$ cat src/rtl/eep_arb_pkg.sv
// Shared definitions for the EEPROM request arbiter: FSM states, source
// indices, operation encoding and the fixed-priority pick helper.
package eep_arb_pkg;

  typedef enum logic [1:0] {
    ST_IDLE  = 2'd0,
    ST_ISSUE = 2'd1,
    ST_WAIT  = 2'd2,
    ST_GAP   = 2'd3
  } state_t;

  localparam logic [1:0] SRC_NONE = 2'd0;
  localparam logic [1:0] SRC_KEY  = 2'd1;
  localparam logic [1:0] SRC_PS2  = 2'd2;
  localparam logic [1:0] SRC_VO   = 2'd3;

  localparam logic OP_SAVE  = 1'b1;
  localparam logic OP_FETCH = 1'b0;

  localparam int ADDR_W = 5;
  localparam int TMO_W  = 25;
  localparam int GAP_W  = 18;

  // pend bit0 = key, bit1 = ps2, bit2 = voice; voice outranks ps2 outranks key.
  function automatic logic [1:0] pick_src(input logic [2:0] pend);
    logic [1:0] src;
    src = SRC_NONE;
    if (pend[2])      src = SRC_VO;
    else if (pend[1]) src = SRC_PS2;
    else if (pend[0]) src = SRC_KEY;
    return src;
  endfunction

  function automatic logic [2:0] src_onehot(input logic [1:0] src);
    logic [2:0] oh;
    oh = 3'b000;
    case (src)
      SRC_KEY: oh = 3'b001;
      SRC_PS2: oh = 3'b010;
      SRC_VO:  oh = 3'b100;
      default: oh = 3'b000;
    endcase
    return oh;
  endfunction

endpackage

$ cat src/rtl/eep_req_slot.sv
// One pending request slot: a pending flag plus the op/addr of the latest
// request. A set in the same cycle as a clear wins, so no request is lost.
module eep_req_slot
  import eep_arb_pkg::*;
(
  input  logic              i_clk,
  input  logic              i_rst_n,
  input  logic              i_set,
  input  logic              i_op,
  input  logic [ADDR_W-1:0] i_addr,
  input  logic              i_clr,
  output logic              o_pend,
  output logic              o_op,
  output logic [ADDR_W-1:0] o_addr
);

  logic              r_pend;
  logic              r_op;
  logic [ADDR_W-1:0] r_addr;

  always_ff @(posedge i_clk or negedge i_rst_n) begin
    if (!i_rst_n) begin
      r_pend <= 1'b0;
      r_op   <= OP_FETCH;
      r_addr <= '0;
    end else if (i_set) begin
      r_pend <= 1'b1;
      r_op   <= i_op;
      r_addr <= i_addr;
    end else if (i_clr) begin
      r_pend <= 1'b0;
    end
  end

  assign o_pend = r_pend;
  assign o_op   = r_op;
  assign o_addr = r_addr;

endmodule

$ cat src/rtl/eep_req_arbiter.sv
// Arbitrates keypad, PS/2 and voice save/fetch requests onto a single EEPROM
// engine with fixed priority, completion timeout and a post-operation gap.
//
// Handshake: each *_req is a one-cycle pulse with op/addr valid in that cycle
// (no ready; a later pulse overwrites an ungranted one). eep_wr/eep_rd are
// one-cycle strobes, eep_done a one-cycle pulse honoured only in WAIT, and
// ack/nak one-cycle pulses on the completing source's bit.
module eep_req_arbiter
  import eep_arb_pkg::*;
#(
  parameter int unsigned TIMEOUT_CYC = 24_000_000,
  parameter int unsigned GAP_CYC     = 240_000
) (
  input  logic       clk_24m,
  input  logic       rst_n,
  input  logic       key_req,
  input  logic       ps2_req,
  input  logic       vo_req,
  input  logic       key_op,
  input  logic       ps2_op,
  input  logic       vo_op,
  input  logic [4:0] key_addr,
  input  logic [4:0] ps2_addr,
  input  logic [4:0] vo_addr,
  input  logic       alarm,
  input  logic       eep_done,
  output logic       eep_wr,
  output logic       eep_rd,
  output logic [4:0] eep_addr,
  output logic [1:0] cur_src,
  output logic [2:0] ack,
  output logic [2:0] nak,
  output logic       busy,
  output logic [1:0] dbg_state
);

  localparam logic [TMO_W-1:0] TMO_LOAD = TMO_W'(TIMEOUT_CYC - 1);
  localparam logic [GAP_W-1:0] GAP_LOAD = GAP_W'(GAP_CYC - 1);

  state_t            r_state;
  logic [1:0]        r_src;
  logic              r_op;
  logic [4:0]        r_addr;
  logic              r_eep_wr;
  logic              r_eep_rd;
  logic [2:0]        r_ack;
  logic [2:0]        r_nak;
  logic [TMO_W-1:0]  r_tmo;
  logic [GAP_W-1:0]  r_gap;

  logic              w_key_pend, w_ps2_pend, w_vo_pend;
  logic              w_key_op, w_ps2_op, w_vo_op;
  logic [4:0]        w_key_addr, w_ps2_addr, w_vo_addr;
  logic [2:0]        w_pend;
  logic [1:0]        w_win;
  logic              w_grant;
  logic              w_sel_op;
  logic [4:0]        w_sel_addr;

  eep_req_slot u_key_slot (
    .i_clk   (clk_24m),
    .i_rst_n (rst_n),
    .i_set   (key_req),
    .i_op    (key_op),
    .i_addr  (key_addr),
    .i_clr   (w_grant && (w_win == SRC_KEY)),
    .o_pend  (w_key_pend),
    .o_op    (w_key_op),
    .o_addr  (w_key_addr)
  );

  eep_req_slot u_ps2_slot (
    .i_clk   (clk_24m),
    .i_rst_n (rst_n),
    .i_set   (ps2_req),
    .i_op    (ps2_op),
    .i_addr  (ps2_addr),
    .i_clr   (w_grant && (w_win == SRC_PS2)),
    .o_pend  (w_ps2_pend),
    .o_op    (w_ps2_op),
    .o_addr  (w_ps2_addr)
  );

  eep_req_slot u_vo_slot (
    .i_clk   (clk_24m),
    .i_rst_n (rst_n),
    .i_set   (vo_req),
    .i_op    (vo_op),
    .i_addr  (vo_addr),
    .i_clr   (w_grant && (w_win == SRC_VO)),
    .o_pend  (w_vo_pend),
    .o_op    (w_vo_op),
    .o_addr  (w_vo_addr)
  );

  assign w_pend  = {w_vo_pend, w_ps2_pend, w_key_pend};
  assign w_win   = pick_src(w_pend);
  assign w_grant = (r_state == ST_IDLE) && (|w_pend) && !alarm;

  always_comb begin
    w_sel_op   = w_key_op;
    w_sel_addr = w_key_addr;
    case (w_win)
      SRC_PS2: begin
        w_sel_op   = w_ps2_op;
        w_sel_addr = w_ps2_addr;
      end
      SRC_VO: begin
        w_sel_op   = w_vo_op;
        w_sel_addr = w_vo_addr;
      end
      default: begin
        w_sel_op   = w_key_op;
        w_sel_addr = w_key_addr;
      end
    endcase
  end

  // Strobes are registered out of ISSUE, so they coincide with WAIT entry and
  // the timeout window starts on the strobe cycle itself.
  always_ff @(posedge clk_24m or negedge rst_n) begin
    if (!rst_n) begin
      r_state  <= ST_IDLE;
      r_src    <= SRC_NONE;
      r_op     <= OP_FETCH;
      r_addr   <= '0;
      r_eep_wr <= 1'b0;
      r_eep_rd <= 1'b0;
      r_ack    <= 3'b000;
      r_nak    <= 3'b000;
      r_tmo    <= '0;
      r_gap    <= '0;
    end else begin
      r_eep_wr <= 1'b0;
      r_eep_rd <= 1'b0;
      r_ack    <= 3'b000;
      r_nak    <= 3'b000;
      case (r_state)
        ST_IDLE: begin
          if (w_grant) begin
            r_state <= ST_ISSUE;
            r_src   <= w_win;
            r_op    <= w_sel_op;
            r_addr  <= w_sel_addr;
          end
        end
        ST_ISSUE: begin
          r_state  <= ST_WAIT;
          r_eep_wr <= (r_op == OP_SAVE);
          r_eep_rd <= (r_op == OP_FETCH);
          r_tmo    <= TMO_LOAD;
        end
        ST_WAIT: begin
          if (eep_done) begin
            r_state <= ST_GAP;
            r_ack   <= src_onehot(r_src);
            r_gap   <= GAP_LOAD;
          end else if (r_tmo == '0) begin
            r_state <= ST_GAP;
            r_nak   <= src_onehot(r_src);
            r_gap   <= GAP_LOAD;
          end else begin
            r_tmo <= r_tmo - 1'b1;
          end
        end
        ST_GAP: begin
          if (r_gap == '0) begin
            r_state <= ST_IDLE;
            r_src   <= SRC_NONE;
          end else begin
            r_gap <= r_gap - 1'b1;
          end
        end
        default: r_state <= ST_IDLE;
      endcase
    end
  end

  assign eep_wr    = r_eep_wr;
  assign eep_rd    = r_eep_rd;
  assign eep_addr  = r_addr;
  assign cur_src   = r_src;
  assign ack       = r_ack;
  assign nak       = r_nak;
  assign busy      = (r_state != ST_IDLE);
  assign dbg_state = r_state;

endmodule

$ cat config.mk
export PLATFORM = sky130hd
export DESIGN_NAME = eep_req_arbiter
export DESIGN_NICKNAME = d
export VERILOG_FILES = /design/src/rtl/eep_arb_pkg.sv /design/src/rtl/eep_req_slot.sv /design/src/rtl/eep_req_arbiter.sv
export SDC_FILE = /design/constraint.sdc
export NUM_CORES = 1
export LEC_CHECK = 0
export ABC_AREA = 1
export ABC_CLOCK_PERIOD_IN_PS = 2200
export CAP_MARGIN = 20
export CORE_UTILIZATION = 45
export DETAILED_ROUTE_END_ITERATION = 10
export HOLD_SLACK_MARGIN = 0.03
export PLACE_DENSITY = 0.67
export SLEW_MARGIN = 25
export SYNTH_ARGS = -nofsm -noshare
export SYNTH_HDL_FRONTEND = slang
export SYNTH_HIERARCHICAL = 1
export SYNTH_SLANG_ARGS = --single-unit
$ cat constraint.sdc
create_clock -name clk_24m -period 2.2 [get_ports clk_24m]
set_clock_uncertainty 0.2 [all_clocks]
set_input_delay 0.44 -clock clk_24m [delete_from_list [all_inputs] [get_ports clk_24m]]
set_output_delay 0.44 -clock clk_24m [all_outputs]
set_load 0.03 [all_outputs]
==> out/qor.yml <==
setup_path:
  critPathLaunchType: "register"
  end_kind: "output port"
  path_depth: 1
  worstPathCellList: "clkdlybuf4s50_1"
  reg2reg_depth: 10
  path_max_fanout: 5
  critPathRequiredTime_ps: 1560
  crit_path_max_incr_delay_ps: 690
  crit_type: "register to output port"
  crit_family: "buffers and inverters"
  cp.buffers_inverters: 1
  crit_arrival_ps: 1480
  crit_path_top_delay_cell: "clkdlybuf4s50_1"
route:
  drc_errors: 0
  drt-total-wl_mm: 11.2
  viasPerCell: 5.02
  vias: 4359
  first_iter_violations: 216
  wl_per_cell_um: 12.9
  postRouteAntennaNets: 0
  drt-pass1-iter-count: 6
outcome:
  status: "finished, final reports clean"
grt:
  grt-ovfl-total: 0
  grt_usage_pct: 22.0
  grt_pass1_wl_mm: 19.2
  use_met2_pct: 37.3
  grt_start_max_net_pins: 47
  grt_util_met1_pct: 26.4
  grt_pass1_vias: 4213
  gr-max-usage-layer: "met2"
  grt_use_met3_pct: 6.02
  antenna_found_initial: 0
logic_synthesis:
  ys_types: 30
  synth_nets: 701
  syn_avg_cell_area_sq_um: 7.01
  seq_area_frac_synth_pct: 43.8
  synthCells: 669
  synth-seq-cells: 82
  yosys_warnings: 6
  netlist_area_sq_um: 4690
pwr:
  max-vdd-ir-drop_v: 0.000572
  power_density_nw_per_um2: 1260
  p_leak_nw: 2.81
sta:
  fin_crit_sh_pct: 96.5
  slew_violations: 0
  holdWs_ps: 204
  finalSetupViolations: 0
  rsz0062_at_grt: "false"
  relSlewSlack_pct: 71.0
  fmax_ghz: 0.471
  finalCriticalPeriod_ps: 2120
  worst_slew_pin_slew_ps: 436
  setup_tns_ps: 0
  hold_viol: 0
clock_tree:
  cts_buffers: 9
  root_buffer: "clkbuf_8"
  cts_buffer_depth: 2
  clock_latency_ps: 370
  h-tree-depth: 3
  clkTransAtPathRegs_ps: 90
  cts.sinks: 82
  cts_tree: "done"
die:
  die_x_um: 104
  start_util_pct: 47.1
  core.rowCount: 36
  core_sq_um: 9950
  die_height_um: 104
  die_area_sq_um: 10800
  num_io_pins: 43
cells_and_area:
  area_growth_pct: 20.5
  multi_input_area_sq_um: 2340
  drive_gt1_share_pct: 10.3
  seqCellArea_sq_um: 2050
  diodes: 0
  layout.nets: 763
  fillCellCount: 958
flow_run:
  drv_cap: 0
place:
  place.gp.congestion: 0.868
  io_buffers: 42
  dp_hpwl_mm: 7.96
worst_hold_path:
  hold_path_class: "primary input to asynchronous set/reset pin"
## power breakdown
part	leakage [nW]	switching, mW	total, mW	internal [mW]
Combinational	1.72	2.18	3.53	1.34
Sequential	0.994	0.484	2.46	1.98
Clock	0.0950	0.594	1.13	0.538
## layer usage
layer  up-vias  wire, um  share of wire [%]
met2        90      5410                 48
met4         0       286                2.6
li1       2239         -                  -
met5         -         0                  0
met1      2007      4970                 44
met3        23       534                4.8
## final timing paths
path / slack [ps] / from / endpoint
worst max-delay path: 80 / cur_src[0] / cur_src[0]
worst min-delay path: 200 / rst_n / r_tmo[6]
worst max register to register: 170 / r_tmo[0] / r_gap[9]
worst min register to register: 270 / r_op / eep_rd
max in group asynchronous: 980 / rst_n / r_tmo[16]
min in group clk_24m: 270 / r_op / eep_rd
## logic make-up (layout without fill, tap and decap cells)
kind of cell	Yosys count	count (layout)	share of synthesized area [%]
AOI/OAI and AO/OA	34	34	4.24
xor gates and xnor gates	5	5	0.934
adders and majority gates	7	7	1.87
buffers and inverters	74	141	6.72
DFF	82	82	43.8
and+or+nand+nor	467	467	42.5
## final cells by class
cell class	instances	area share (%)
clock buffers	10	2.26
flip-flops and latches	82	36.3
multi-input cells	513	41.4
clock inverters	6	1.31
repair buffers	67	11.9
inverters	58	3.85
well taps	133	2.94
## cell usage after synthesis (all sizes together)
cell type	count	area (sq um)
inv	57	214
nand3	82	410
o211ai	1	7.51
nand4	11	68.8
xor2	3	26.3
or2	6	37.5
ha	7	87.6
clkbuf	4	15.0
a31oi	3	18.8
a41oi	3	26.3
xnor2	2	17.5
buf	12	82.6
nor2	97	393
dfrtp	82	2050
clkinv	1	3.75
nand3b	3	22.5
nand2	268	1060
o21ai	24	124
a22oi	3	22.5
## metrics by stage
stage | area, sq um | setup WS [ps] | std cells | total power [mW] | util (%)
2_1_floorplan | 4690 | 118 | 669 | 4.82 | -
3_3_place_gp | 5390 | 110 | 850 | 5.86 | 54.1
3_5_place_dp | 5390 | 20.9 | 850 | 5.96 | 54.1
4_1_cts | 5600 | 0.732 | 867 | 7.12 | 56.3
5_1_grt | 5650 | 17.2 | 869 | 7.75 | 56.8
6_report | 5650 | 76.1 | 869 | 7.13 | 56.8
## cells in the final DEF (no fill, tap or decap), drive strengths merged
cell | netlist | routed
nand3b | 3 | 3
dfrtp | 82 | 82
xor2 | 3 | 3
clkbuf | 4 | 12
clkinv | 1 | 2
o211ai | 1 | 1
nand4 | 11 | 11
clkinvlp | 0 | 2
o21ai | 24 | 24
clkdlybuf4s50 | 0 | 38
dlygate4sd2 | 0 | 1
a22oi | 3 | 3
a31oi | 3 | 3
nor2 | 97 | 97
inv | 57 | 59
bufinv | 0 | 1
nand2 | 268 | 268
dlymetal6s2s | 0 | 1
xnor2 | 2 | 2
a41oi | 3 | 3
dlygate4sd3 | 0 | 1
ha | 7 | 7
buf | 12 | 24
nand3 | 82 | 82
or2 | 6 | 6
## registers in the layout, indices dropped and copies added (netlist names), 3 cells and up
signal             count
r_tmo                 25
r_gap                 18
eep_addr               5
u_key_slot/o_addr      5
u_ps2_slot/o_addr      5
u_vo_slot/o_addr       5
ack                    3
nak                    3
## timing repair
item,4_1_cts,5_1_grt
pin swaps,0,1
setup endpoints to repair,2,30
hold buffers,1,0
endpoints found under the hold margin,82,0
gates resized for setup,3,6
gates cloned,0,1
buffers inserted,0,1
Note: power is estimated with default switching activity, not from simulation.
==> edit (same flow settings) <==
Reset style: synchronous (`i_rst_n` and `rst_n`), changed in 2 clocked blocks.
--- a/src/rtl/eep_req_slot.sv
+++ b/src/rtl/eep_req_slot.sv
@@ -19,5 +19,5 @@
   logic [ADDR_W-1:0] r_addr;
 
-  always_ff @(posedge i_clk or negedge i_rst_n) begin
+  always_ff @(posedge i_clk) begin
     if (!i_rst_n) begin
       r_pend <= 1'b0;
--- a/src/rtl/eep_req_arbiter.sv
+++ b/src/rtl/eep_req_arbiter.sv
@@ -119,5 +119,5 @@
   // Strobes are registered out of ISSUE, so they coincide with WAIT entry and
   // the timeout window starts on the strobe cycle itself.
-  always_ff @(posedge clk_24m or negedge rst_n) begin
+  always_ff @(posedge clk_24m) begin
     if (!rst_n) begin
       r_state  <= ST_IDLE;
Behaviour: differs if rst_n is asserted again (counterexample within 4 cycles, from zero or initial values and one cycle with rst_n low); with rst_n held inactive, the same outputs for 10 cycles.
==> edit against the unedited design <==
Largest power group unchanged. Critical endpoint is now dbg_state[0]. Sequential cell count unchanged. First-iteration DRC count down 0.93%. Routed wire length up 0.96%. Sequential share of layout area down 6.3 points. Register-to-register slack better by 50 ps. Count of clock-buffer cells in the layout unchanged. Critical path type unchanged. Synthesized cell count up 6.3%. Largest cell class unchanged. Final area down 3.1%. Area after synthesis down 1.5%. Die area down 1.5%. Global-route usage up 0.96 points. Total power up 18%. Worst setup slack worse by 20 ps.
==> edit: results (changes against the unedited design) <==
[outcome]
status=finished clean

[timing]
holdWs_ps=231  ; +27.2 ps
worst_pin_slew_ps=400  ; -35.6 ps

[power_and_ir_drop]
power_leakage_nw=2.30  ; -18%
peakVddDrop_mv=0.573  ; +0.28%

[cts]
ctsResizeCount=1  ; -2
clock_path_buffers=2  ; unchanged
worst_skew_pair.late_latency_ps=350  ; -20 ps

[critical_path]
rrSetupSlack_ps=220  ; +50 ps
critPathArrivalTime_ps=1500  ; +20 ps
r2r_end=r_gap[5]
reg2reg_from=dbg_state[0]
ff2ff_path_depth=8  ; -2
cp_max_fo=3  ; -2

[grt]
grt_first_pass_wirelength_um=19300  ; +0.68%
grt_pass1_vias=4315  ; +2.4%
grt_max_degree=22  ; -53%
gr-usage-all-layers_pct=23.0  ; +0.96 points
antenna_found_initial=0  ; unchanged

[place]
place_ws_ps=110  ; +89.4 ps
dpl_cell_area_mm2=0.00523  ; -3.0%
hpwl_um=8290  ; +4.2%
place_congestion=0.876  ; +0.93%

[routing]
routedWlPerCell_um=12.5  ; -2.6%
dr.pass1.iters=5  ; -1
drtIter0Drc=214  ; -0.93%

[yosys]
synth-seq-area-share_pct=35.6  ; -8.2 points
synth_flop_cell=dfxtp_1
yosys-top-cells-count=194 x nand2_1, 136 x nor2_1, 82 x dfxtp_1, 63 x nand3_1, 61 x inv_1
synthArstFlopShare_pct=0  ; -100 points
syn_nets=744  ; +6.1%
synth_cell_types=37  ; +23%
synthTopCellsByArea=dfxtp_1 36%, nand2_1 16%, nor2_1 11%

[layout]
drive_above_1_share_pct=11.5  ; +1.1 points
nFillCells=974  ; +1.7%
final_nets=796  ; +4.3%

[worst_hold_path]
hp-class=reg2reg

## edit: changes by cell type after synthesis, sizes merged, moves of 4 or more
cell and change:
or2 +5, dfxtp +82, a21oi +49, dfrtp -82, a31o +5, nor3 +5
nand3 -17, nand2 -67, nor2 +51, inv +10, o21ai +4
## edit: worst max-delay path by stage
stage,start,end,slack [ps],depth (start not counted)
final,dbg_state[0],dbg_state[0],60,2
after global routing,dbg_state[0],dbg_state[0],0.09,2
after CTS,dbg_state[0],busy,40,4
after detailed placement,eep_done,r_gap[15],110,6
after global placement,eep_done,r_gap[14],150,6
after floorplan,dbg_state[0],r_tmo[12],50,8
## edit: layout make-up
| class | count | area [um2] | area share (%) |
|---|---|---|---|
| clock buffer | 10 | 138 | 2.51 |
| clock inverter | 6 | 114 | 2.08 |
| inverter | 67 | 254 | 4.64 |
| multi-input combinational | 544 | 2610 | 47.6 |
| sequential | 82 | 1640 | 30.0 |
| tap | 133 | 166 | 3.04 |
| timing repair buffer | 59 | 558 | 10.2 |
## edit: logic make-up after synthesis
| group | share of synthesized area, % |
|---|---|
| AOI/OAI and AO/OA | 11.4 |
| and+or+nand+nor | 42.9 |
| buffers and inverters | 7.97 |
| adders and majority gates | 2.17 |
| DFF | 35.6 |
## edit: routing by layer
metal | wire length (um) | global-route usage, %
met2 | 5460 | 39.6
met4 | 210 | 8.88
met5 | 0 | 0
met1 | 5170 | 28.5
met3 | 469 | 4.10
## edit: through the flow
stage	power, mW	cells	utilization, %
floorplan	5.91	711	-
global placement	6.90	885	53.0
detailed placement	7.05	885	53.0
CTS	8.44	901	55.6
global route	9.25	901	55.5
finish	8.41	901	55.5
## edit: power by group
group          switching [mW]  internal [mW]
sequential              0.334           1.81
combinational            3.15           1.76
clock                   0.574          0.787
total                    4.06           4.35
